**src/rtl/fmt_rx_deframer_pkg.sv**
```systemverilog
// Shared types for the MCDF formatter receive deframer: FSM states,
// error bit positions and the buffered word layout.
package fmt_rx_deframer_pkg;

  typedef enum logic [1:0] {
    RX_IDLE  = 2'd0,
    RX_GRANT = 2'd1,
    RX_WAIT  = 2'd2,
    RX_RECV  = 2'd3
  } rx_state_t;

  localparam int ERR_PROTO = 0;
  localparam int ERR_LEN   = 1;
  localparam int ERR_TMO   = 2;

  typedef struct packed {
    logic [1:0]  chid;
    logic        sop;
    logic        eop;
    logic [31:0] data;
  } rx_word_t;

  localparam int RX_WORD_W = $bits(rx_word_t);

endpackage

```
**src/rtl/fmt_rx_deframer_fifo.sv**
```systemverilog
// Show-ahead synchronous FIFO: dout presents the head word whenever count!=0.
// Caller guarantees no push when full and no pop when empty.
module rx_sync_fifo #(
  parameter int DEPTH = 64,
  parameter int WIDTH = 36
) (
  input  logic                    clk_i,
  input  logic                    rstn_i,
  input  logic                    push_i,
  input  logic [WIDTH-1:0]        din_i,
  input  logic                    pop_i,
  output logic [WIDTH-1:0]        dout_o,
  output logic [$clog2(DEPTH):0]  count_o
);
  localparam int AW = $clog2(DEPTH);

  logic [WIDTH-1:0] mem [DEPTH];
  logic [AW-1:0]    wptr_q, rptr_q;
  logic [AW:0]      cnt_q;

  always_ff @(posedge clk_i)
    if (push_i) mem[wptr_q] <= din_i;

  always_ff @(posedge clk_i or negedge rstn_i) begin
    if (!rstn_i) begin
      wptr_q <= '0;
      rptr_q <= '0;
      cnt_q  <= '0;
    end else begin
      if (push_i) wptr_q <= wptr_q + AW'(1);
      if (pop_i)  rptr_q <= rptr_q + AW'(1);
      case ({push_i, pop_i})
        2'b10:   cnt_q <= cnt_q + (AW+1)'(1);
        2'b01:   cnt_q <= cnt_q - (AW+1)'(1);
        default: cnt_q <= cnt_q;
      endcase
    end
  end

  // Zero when empty so the downstream bus reads idle after reset.
  assign dout_o  = (cnt_q != '0) ? mem[rptr_q] : '0;
  assign count_o = cnt_q;

endmodule

```
**src/rtl/fmt_rx_deframer.sv**
```systemverilog
// Receives formatter packets into a local buffer, granting only when the
// whole packet fits, and replays them as a SOP..EOP valid/ready stream.
module fmt_rx_deframer
  import fmt_rx_deframer_pkg::*;
#(
  parameter int DEPTH   = 64,
  parameter int TIMEOUT = 8
) (
  input  logic                    clk_i,
  input  logic                    rstn_i,
  input  logic                    fmt_req_i,
  input  logic [1:0]              fmt_chid_i,
  input  logic [5:0]              fmt_length_i,
  input  logic [31:0]             fmt_data_i,
  input  logic                    fmt_start_i,
  input  logic                    fmt_end_i,
  output logic                    fmt_grant_o,
  output logic                    rx_vld_o,
  input  logic                    rx_rdy_i,
  output logic [31:0]             rx_data_o,
  output logic [1:0]              rx_chid_o,
  output logic                    rx_sop_o,
  output logic                    rx_eop_o,
  output logic [$clog2(DEPTH):0]  free_o,
  output logic [2:0]              err_o,
  input  logic                    err_clr_i,
  output logic [15:0]             pkt_cnt_o
);
  localparam int FW = $clog2(DEPTH) + 1;
  localparam int TW = $clog2(TIMEOUT + 1);

  rx_state_t     state_q;
  logic [1:0]    chid_q;
  logic [5:0]    len_q, cnt_q, cnt_nxt;
  logic [TW-1:0] tmo_q;
  logic [FW-1:0] rsv_q, occ, free;
  logic [2:0]    err_q, err_new;
  logic [15:0]   pkt_cnt_q;
  logic          grant_q, push, pop, last, req_ok, tmo_hit;
  rx_word_t      wr_word, rd_word;

  always_comb begin
    push    = 1'b0;
    last    = 1'b0;
    err_new = '0;
    cnt_nxt = cnt_q + 6'd1;
    wr_word = '{chid: chid_q, sop: 1'b0, eop: 1'b0, data: fmt_data_i};
    tmo_hit = (tmo_q == TW'(TIMEOUT - 1));
    req_ok  = fmt_req_i && (fmt_length_i != '0) && (free >= FW'(fmt_length_i));
    case (state_q)
      RX_IDLE, RX_GRANT: err_new[ERR_PROTO] = fmt_start_i;
      RX_WAIT: begin
        if (fmt_start_i) begin
          push        = 1'b1;
          cnt_nxt     = 6'd1;
          wr_word.sop = 1'b1;
        end else begin
          err_new[ERR_TMO] = tmo_hit;
        end
      end
      RX_RECV: begin
        push               = 1'b1;
        err_new[ERR_PROTO] = fmt_start_i;
      end
      default: ;
    endcase
    // A packet closes on fmt_end or on reaching its length; any disagreement
    // between the two is a length error, and the word is always marked EOP.
    if (push) begin
      last             = fmt_end_i || (cnt_nxt == len_q);
      wr_word.eop      = last;
      err_new[ERR_LEN] = last && (fmt_end_i != (cnt_nxt == len_q));
    end
  end

  always_ff @(posedge clk_i or negedge rstn_i) begin
    if (!rstn_i) begin
      state_q   <= RX_IDLE;
      chid_q    <= '0;
      len_q     <= '0;
      cnt_q     <= '0;
      tmo_q     <= '0;
      rsv_q     <= '0;
      err_q     <= '0;
      pkt_cnt_q <= '0;
      grant_q   <= 1'b0;
    end else begin
      grant_q <= 1'b0;
      err_q   <= (err_clr_i ? 3'b000 : err_q) | err_new;
      case (state_q)
        RX_IDLE: if (req_ok) begin
          chid_q  <= fmt_chid_i;
          len_q   <= fmt_length_i;
          rsv_q   <= FW'(fmt_length_i);
          grant_q <= 1'b1;
          state_q <= RX_GRANT;
        end
        RX_GRANT: begin
          tmo_q   <= '0;
          state_q <= RX_WAIT;
        end
        RX_WAIT: if (!fmt_start_i) begin
          if (tmo_hit) begin
            rsv_q   <= '0;
            state_q <= RX_IDLE;
          end else begin
            tmo_q <= tmo_q + TW'(1);
          end
        end
        default: ;
      endcase
      // Each stored word converts one reserved slot into occupancy.
      if (push) begin
        cnt_q <= cnt_nxt;
        if (last) begin
          rsv_q     <= '0;
          pkt_cnt_q <= pkt_cnt_q + 16'd1;
          state_q   <= RX_IDLE;
        end else begin
          rsv_q   <= rsv_q - FW'(1);
          state_q <= RX_RECV;
        end
      end
    end
  end

  rx_sync_fifo #(.DEPTH(DEPTH), .WIDTH(RX_WORD_W)) u_fifo (
    .clk_i   (clk_i),
    .rstn_i  (rstn_i),
    .push_i  (push),
    .din_i   (wr_word),
    .pop_i   (pop),
    .dout_o  (rd_word),
    .count_o (occ)
  );

  assign free        = FW'(DEPTH) - occ - rsv_q;
  assign rx_vld_o    = (occ != '0);
  assign pop         = rx_rdy_i & rx_vld_o;
  assign rx_data_o   = rd_word.data;
  assign rx_chid_o   = rd_word.chid;
  assign rx_sop_o    = rd_word.sop;
  assign rx_eop_o    = rd_word.eop;
  assign fmt_grant_o = grant_q;
  assign free_o      = free;
  assign err_o       = err_q;
  assign pkt_cnt_o   = pkt_cnt_q;

endmodule

```
**config.mk**
```make
export PLATFORM = sky130hd
export DESIGN_NAME = fmt_rx_deframer
export DESIGN_NICKNAME = d
export VERILOG_FILES = /design/src/rtl/fmt_rx_deframer_pkg.sv /design/src/rtl/fmt_rx_deframer_fifo.sv /design/src/rtl/fmt_rx_deframer.sv
export SDC_FILE = /design/constraint.sdc
export NUM_CORES = 2
export LEC_CHECK = 0
export ABC_AREA = 1
export CAP_MARGIN = 10
export CORE_ASPECT_RATIO = 1.4
export CORE_UTILIZATION = 25
export CTS_CLUSTER_SIZE = 12
export DETAILED_ROUTE_END_ITERATION = 8
export PLACE_DENSITY = 0.42
export SYNTH_ARGS = -nofsm -noshare
export SYNTH_HDL_FRONTEND = slang
export SYNTH_SLANG_ARGS = --single-unit
```
**constraint.sdc**
```tcl
create_clock -name clk_i -period 5.4 [get_ports clk_i]
set_input_delay 1.08 -clock clk_i [delete_from_list [all_inputs] [get_ports clk_i]]
set_output_delay 1.08 -clock clk_i [all_outputs]
set_load 0.005 [all_outputs]
```
# ---- Yosys cells after proc, flatten, opt, wreduce, memory -nomap -nowiden
# Memories as Yosys holds them, arrays and structs flattened.
# Cells that the tools add are included.
# W data, S select, Z words.
dict set report word_totals {
  latchBits 0
  input_bits 47
  mem_count 1
  ram_bits 2304
  register_bits 66
  rom_bits 0
}
# memory words width read_ports rd_clocked_by_memory_dff write_ports line
set memory_table {}
lappend memory_table {u_fifo.mem 64 36 1 0 1 fmt_rx_deframer_fifo.sv:17} ;# logic [WIDTH-1:0] mem [DEPTH];
dict set report classes {
  multipliers 0
  magnitude_cmp 1
  n_bitwise 2
  n_reduce_logical 17
  n_shift 0
  div_mod_pow 0
  mux 32
  n_addsub 10
  n_eq_ne 13
}
# op count
set op_table {}
lappend op_table {{$mux W36} 1}
lappend op_table {{$mux W7} 5}
lappend op_table {{$pmux W7 S2} 2}
lappend op_table {{$add A6 B1 Y6 const B} 3}
lappend op_table {{$add A16 B1 Y16 const B} 1}
lappend op_table {{$sub A7 B1 Y7 const B} 2}
lappend op_table {{$mux W6} 2}
lappend op_table {{$mux W1} 11}
lappend op_table {{$mux W2} 5}
lappend op_table {{$ne A3 B2 Y1 const B} 3}
lappend op_table {{$mux W4} 2}
lappend op_table {{$pmux W4 S2} 1}
lappend op_table {{$reduce_and A4 Y1} 2}
lappend op_table {{$add A7 B1 Y7 const B} 1}
lappend op_table {{$ge A7 B6 Y1} 1}
lappend op_table {{$reduce_bool A7 Y1} 1}
lappend op_table {{$sub A7 B7 Y7} 1}
lappend op_table {{$sub A7 B7 Y7 const A} 1}
lappend op_table {{$eq A2 B2 Y1 const B} 3}
lappend op_table {{$eq A6 B6 Y1} 1}
lappend op_table {{$pmux W2 S3} 1}
lappend op_table {{$reduce_bool A6 Y1} 1}
lappend op_table {{$add A4 B1 Y4 const B} 1}
lappend op_table {{$eq A2 B1 Y1 const B} 2}
lappend op_table {{other kinds (16)} 21}

# ---- Longest topological paths before layout
dict set report logic_depth {
  word_depth 8
  mapped_depth 20
  depth_no_buf 19
}

# ---- Modules after synthesis
# Synthesis repeated with hierarchy kept, for this count alone.
dict set report hier_totals {
  hier_cells 8140
  area_unflattened_um2 96381.2
}
# mod cells_per_inst area_per_inst_um2 instances
set modules_own_cells {}
lappend modules_own_cells {rx_sync_fifo 7770 93305.7 1}
lappend modules_own_cells {fmt_rx_deframer 370 3075.4 1}

# ---- Worst setup path after synthesis
# Ideal clock, no wire load.
dict set report synth_timing {
  path_kind {input to register}
  start {in fmt_start_i}
  end {mem u_fifo.mem[7][0], enable pin}
  path_stages 5
  t_arrival_ns 4.133
  setup_time_ns 0.474
  n_path_buf 1
  setup_slack_ns 0.793
  path_cell_list {nand2_2 nand2_2 inv_1 buf_1 nor3_1}
}
dict set report synth_between {
  elab_chain_cells 4
}
# item line
set synth_lines {}
lappend synth_lines {{start, declared} fmt_rx_deframer.sv:15} ;# input logic fmt_start_i,
lappend synth_lines {{$mux W1} fmt_rx_deframer.sv:53} ;# if (fmt_start_i) begin
lappend synth_lines {{$pmux W1 S2} fmt_rx_deframer.sv:50} ;# case (state_q)
lappend synth_lines {{$mux W1} fmt_rx_deframer_fifo.sv:22} ;# if (push_i) mem[wptr_q] <= din_i;
lappend synth_lines {{$mux W1 (implied by the code)} fmt_rx_deframer_fifo.sv:22}
lappend synth_lines {{end, declared} fmt_rx_deframer_fifo.sv:17}
# Every way passes these cells.

# ---- Final worst setup path
dict set report layout_timing {
  start {reg u_fifo.rptr_q[0]}
  end {out rx_data_o[28]}
}
dict set report layout_between {
  elab_chain_cells 2
}
# item line
set layout_lines {}
lappend layout_lines {{start, declared} fmt_rx_deframer_fifo.sv:18} ;# logic [AW-1:0] wptr_q, rptr_q;
lappend layout_lines {{start signal, assigned} fmt_rx_deframer_fifo.sv:31} ;# if (pop_i) rptr_q <= rptr_q + AW'(1);
lappend layout_lines {{$mem_v2 Z64 W36} n/a}
lappend layout_lines {{$mux W36} fmt_rx_deframer_fifo.sv:41} ;# assign dout_o = (cnt_q != '0) ? mem[rptr_q] : '0;
lappend layout_lines {{end, declared} fmt_rx_deframer.sv:20} ;# output logic [31:0] rx_data_o,
# Every way passes these cells.

==> flow_metrics.py <==
metrics = {
    "timing": {
        "period_share": 0.986,
        "hold_viol": 0,
        "finalSetupViolCount": 0,
        "clock_skew_ns": 0.0536,
        "fin_ws_ns": 0.0778,
        "tightest_slew_ns": 1.22,
        "max_slew_margin": 0.187,
        "finalCriticalPeriod_ns": 5.32,
        "rsz0062_at_grt": "true",
        "fmax_ghz": 0.188,
        "slew_viol_final": 0,
        "holdWs_ns": 0.351,
    },
    "drt": {
        "ant_nets": 0,
        "wl_um": 351000,
        "drt-pass1-iter-count": 6,
        "drt_iter0_markers": 5775,
        "vias": 62181,
        "post_drt_wl_per_cell_um": 27.4,
        "routed_via_density": 4.85,
        "drc": 0,
    },
    "place": {
        "dp_hpwl_um": 195000,
        "dp_cells": 12450,
        "port_buffers": 110,
        "gp_congestion": 0.785,
        "place_ws_ns": 0.0228,
    },
    "layout": {
        "stdcell_count": 12821,
        "nets": 7813,
        "drive_above_1_share": 0.0985,
        "syn_to_final_growth_pct": 17.1,
        "most-common-layout-cells": "2304 x edfxtp_1, 1703 x nor2_1, 1167 x o21ai_0",
        "final_common_cell": "edfxtp_1",
    },
    "setup_path": {
        "critPathKind": "flip-flop to output pin",
        "path_cells": "buf_12 -> buf_6 -> buf_6 -> nor2_1 -> nor2_1 -> o21ai_0 -> nand2_1 -> nand2_1 -> nand2_1 -> nor2_1 -> nand2_1 -> nand3_1 -> a21oi_4 -> buf_4 -> clkdlybuf4s50_1",
        "cp.arrival_ns": 4.24,
        "crit_fanout": 21,
        "required_ns": 4.32,
        "crit_top_cell": "nand2_1",
        "crit_family": "buffers and inverters",
        "critPathMaxStageDelay_ns": 0.60,
        "cp_num_buf_inv": 5,
        "cp-end-kind": "output pin",
        "start_kind": "flip-flop",
        "cp_slowest_cell": "dfrtp_4",
    },
    "synthesis": {
        "synthAdderAreaFrac": 0.00504,
        "synth_simple_gate_area_frac": 0.108,
        "synth_compound_area_frac": 0.109,
        "syn_nets": 7590,
        "synth_mux_area_frac": 0,
        "syn_avg_cell_area_um2": 12.6,
        "synth_top_family_by_area": "compound AO/OA/AOI/OAI gates",
        "yosysUniqueCellTypes": 37,
        "synthesis.area_mm2": 0.0949,
        "seq_area_frac_synth": 0.746,
        "synth_xor_area_frac": 0.00351,
        "synth_seq_cells": 2370,
        "syn_inst": 7506,
        "yosysWarnings": 0,
    },
    "clocking": {
        "ctsLongestPathBuffers": 4,
        "cts.htree.levels": 4,
        "numCtsBuffers": 233,
        "cts_tree": "built",
        "cts.clk_slew.worst_paths_ns": 0.07,
        "cts_root_buf": "clkbuf_16",
        "cts.sinks": 2370,
        "worstSkewPairLatency_ns": 0.89,
    },
    "floorplanning": {
        "rows": 267,
        "fp.coreArea_mm2": 0.378,
        "die_w_um": 523,
        "dieArea_mm2": 0.382,
        "die_h_um": 731,
        "initial_core_util": 0.251,
        "io_pins": 111,
    },
    "grt": {
        "grt_usage": 0.180,
        "grt_pass1_wl_um": 487000,
        "grt_overflow": 0,
        "antenna_found_initial": 25,
        "grt_max_degree": 101,
        "grt_pass1_vias": 61076,
    },
    "status": {
        "status": "finished clean",
    },
    "pwr": {
        "p_leak_nw": 35.4,
        "power.total_mw": 59.8,
        "p_per_area_mw_per_mm2": 539,
        "vdd.ir_drop.worst_uv": 552,
    },
    "run": {
        "maxCapViolCount": 0,
    },
    "worst_hold_path": {
        "hold_class": "input port to asynchronous set/reset pin",
    },
}
power breakdown:
part | internal (mW) | leakage [nW] | switching [mW]
combinational | 7.45 | 10.7 | 16.3
sequential | 20.9 | 21.6 | 0.354
clock | 7.94 | 3.11 | 6.88
total | 36.3 | 35.4 | 23.6
path summary, 6_finish.rpt:
path,startpoint,end,cells after the start,slack [ns]
worst max-delay path,u_fifo.rptr_q[0]$_DFFE_PN0P_,rx_data_o[28],15,0.08
worst min-delay path,rstn_i,pkt_cnt_o[6]$_DFFE_PN0P_,1,0.35
worst max register to register,state_q[0]$_DFFE_PN0P_,pkt_cnt_o[14]$_DFFE_PN0P_,17,1.78
worst min register to register,rsv_q[5]$_DFFE_PN0P_,rsv_q[5]$_DFFE_PN0P_,2,0.48
max in group asynchronous,rstn_i,u_fifo.rptr_q[4]$_DFFE_PN0P_,1,4.28
min in group clk_i,rsv_q[5]$_DFFE_PN0P_,rsv_q[5]$_DFFE_PN0P_,2,0.48
registers in the layout, summed over array words and instances, names as in the netlist, 3 cells and up:
register and count:
cnt_q 6, err_o 3, len_q 6, pkt_cnt_o 16
rsv_q 7, tmo_q 4, u_fifo.count_o 7, u_fifo.mem 2304
u_fifo.rptr_q 6, u_fifo.wptr_q 6
per-stage QoR:
stage	util	cell area (um^2)	TNS, ns
finish	0.294	111000	0
floorplan	-	94900	0
CTS	0.294	111000	-0.0000919
global placement	0.276	104000	-0.00641
detailed placement	0.276	104000	0
global route	0.294	111000	-0.00522
metal layers:
| metal | vias to the layer above | part of all wire | GRT usage |
|---|---|---|---|
| li1 | 27671 | - | - |
| met1 | 32114 | 0.40 | 0.221 |
| met2 | 1864 | 0.51 | 0.321 |
| met3 | 522 | 0.045 | 0.0194 |
| met4 | 10 | 0.041 | 0.0712 |
| met5 | - | 0.00017 | 0 |
cells in the mapped netlist, drive strengths merged:
cell type	n	area (um^2)
a21o	1	7.51
a21oi	192	961
a31oi	2	12.5
a32o	1	10.0
buf	217	1260
clkbuf	275	1030
clkinv	1	3.75
dfrtp	66	1650
edfxtp	2304	69200
fa	2	40.0
ha	35	438
inv	102	385
nand2	391	1480
nand3	377	1890
nand3b	1	7.51
nand4	9	56.3
nor2	1768	6640
nor3	10	50.1
nor3b	1	7.51
nor4	2	12.5
o211ai	288	2160
o21a	1	7.51
o21ai	1284	6430
o22ai	116	726
o31ai	1	7.51
or2	21	131
xnor2	14	123
xor2	24	210
what timing repair did:
| item | CTS | global route |
|---|---|---|
| pin swaps | 2 | 1 |
| gates cloned | 5 | 1 |
| gates resized for setup | 27 | 7 |
| endpoints found under the setup margin | 35 | 8 |
| hold buffers | 0 | 0 |
| setup buffers | 13 | 0 |
| hold endpoints to repair | 0 | 0 |
final cells by class:
cell class,count,area [um^2]
Fill cell,38157,267000
Sequential cell,2370,70900
Multi-Input combinational cell,4541,22000
Clock buffer,311,6240
Tap cell,4976,6230
Timing Repair Buffer,477,5180
Inverter,103,437
Clock inverter,30,178
Timing Repair inverter,3,28.8
Antenna cell,10,25.0
cell families after synthesis:
group / after synthesis
flops: 2370
buf+inv: 595
simple gates: 2580
compound gates: 1886
xor+xnor: 38
fa+ha+maj: 37
(Power assumes the default switching activity.)
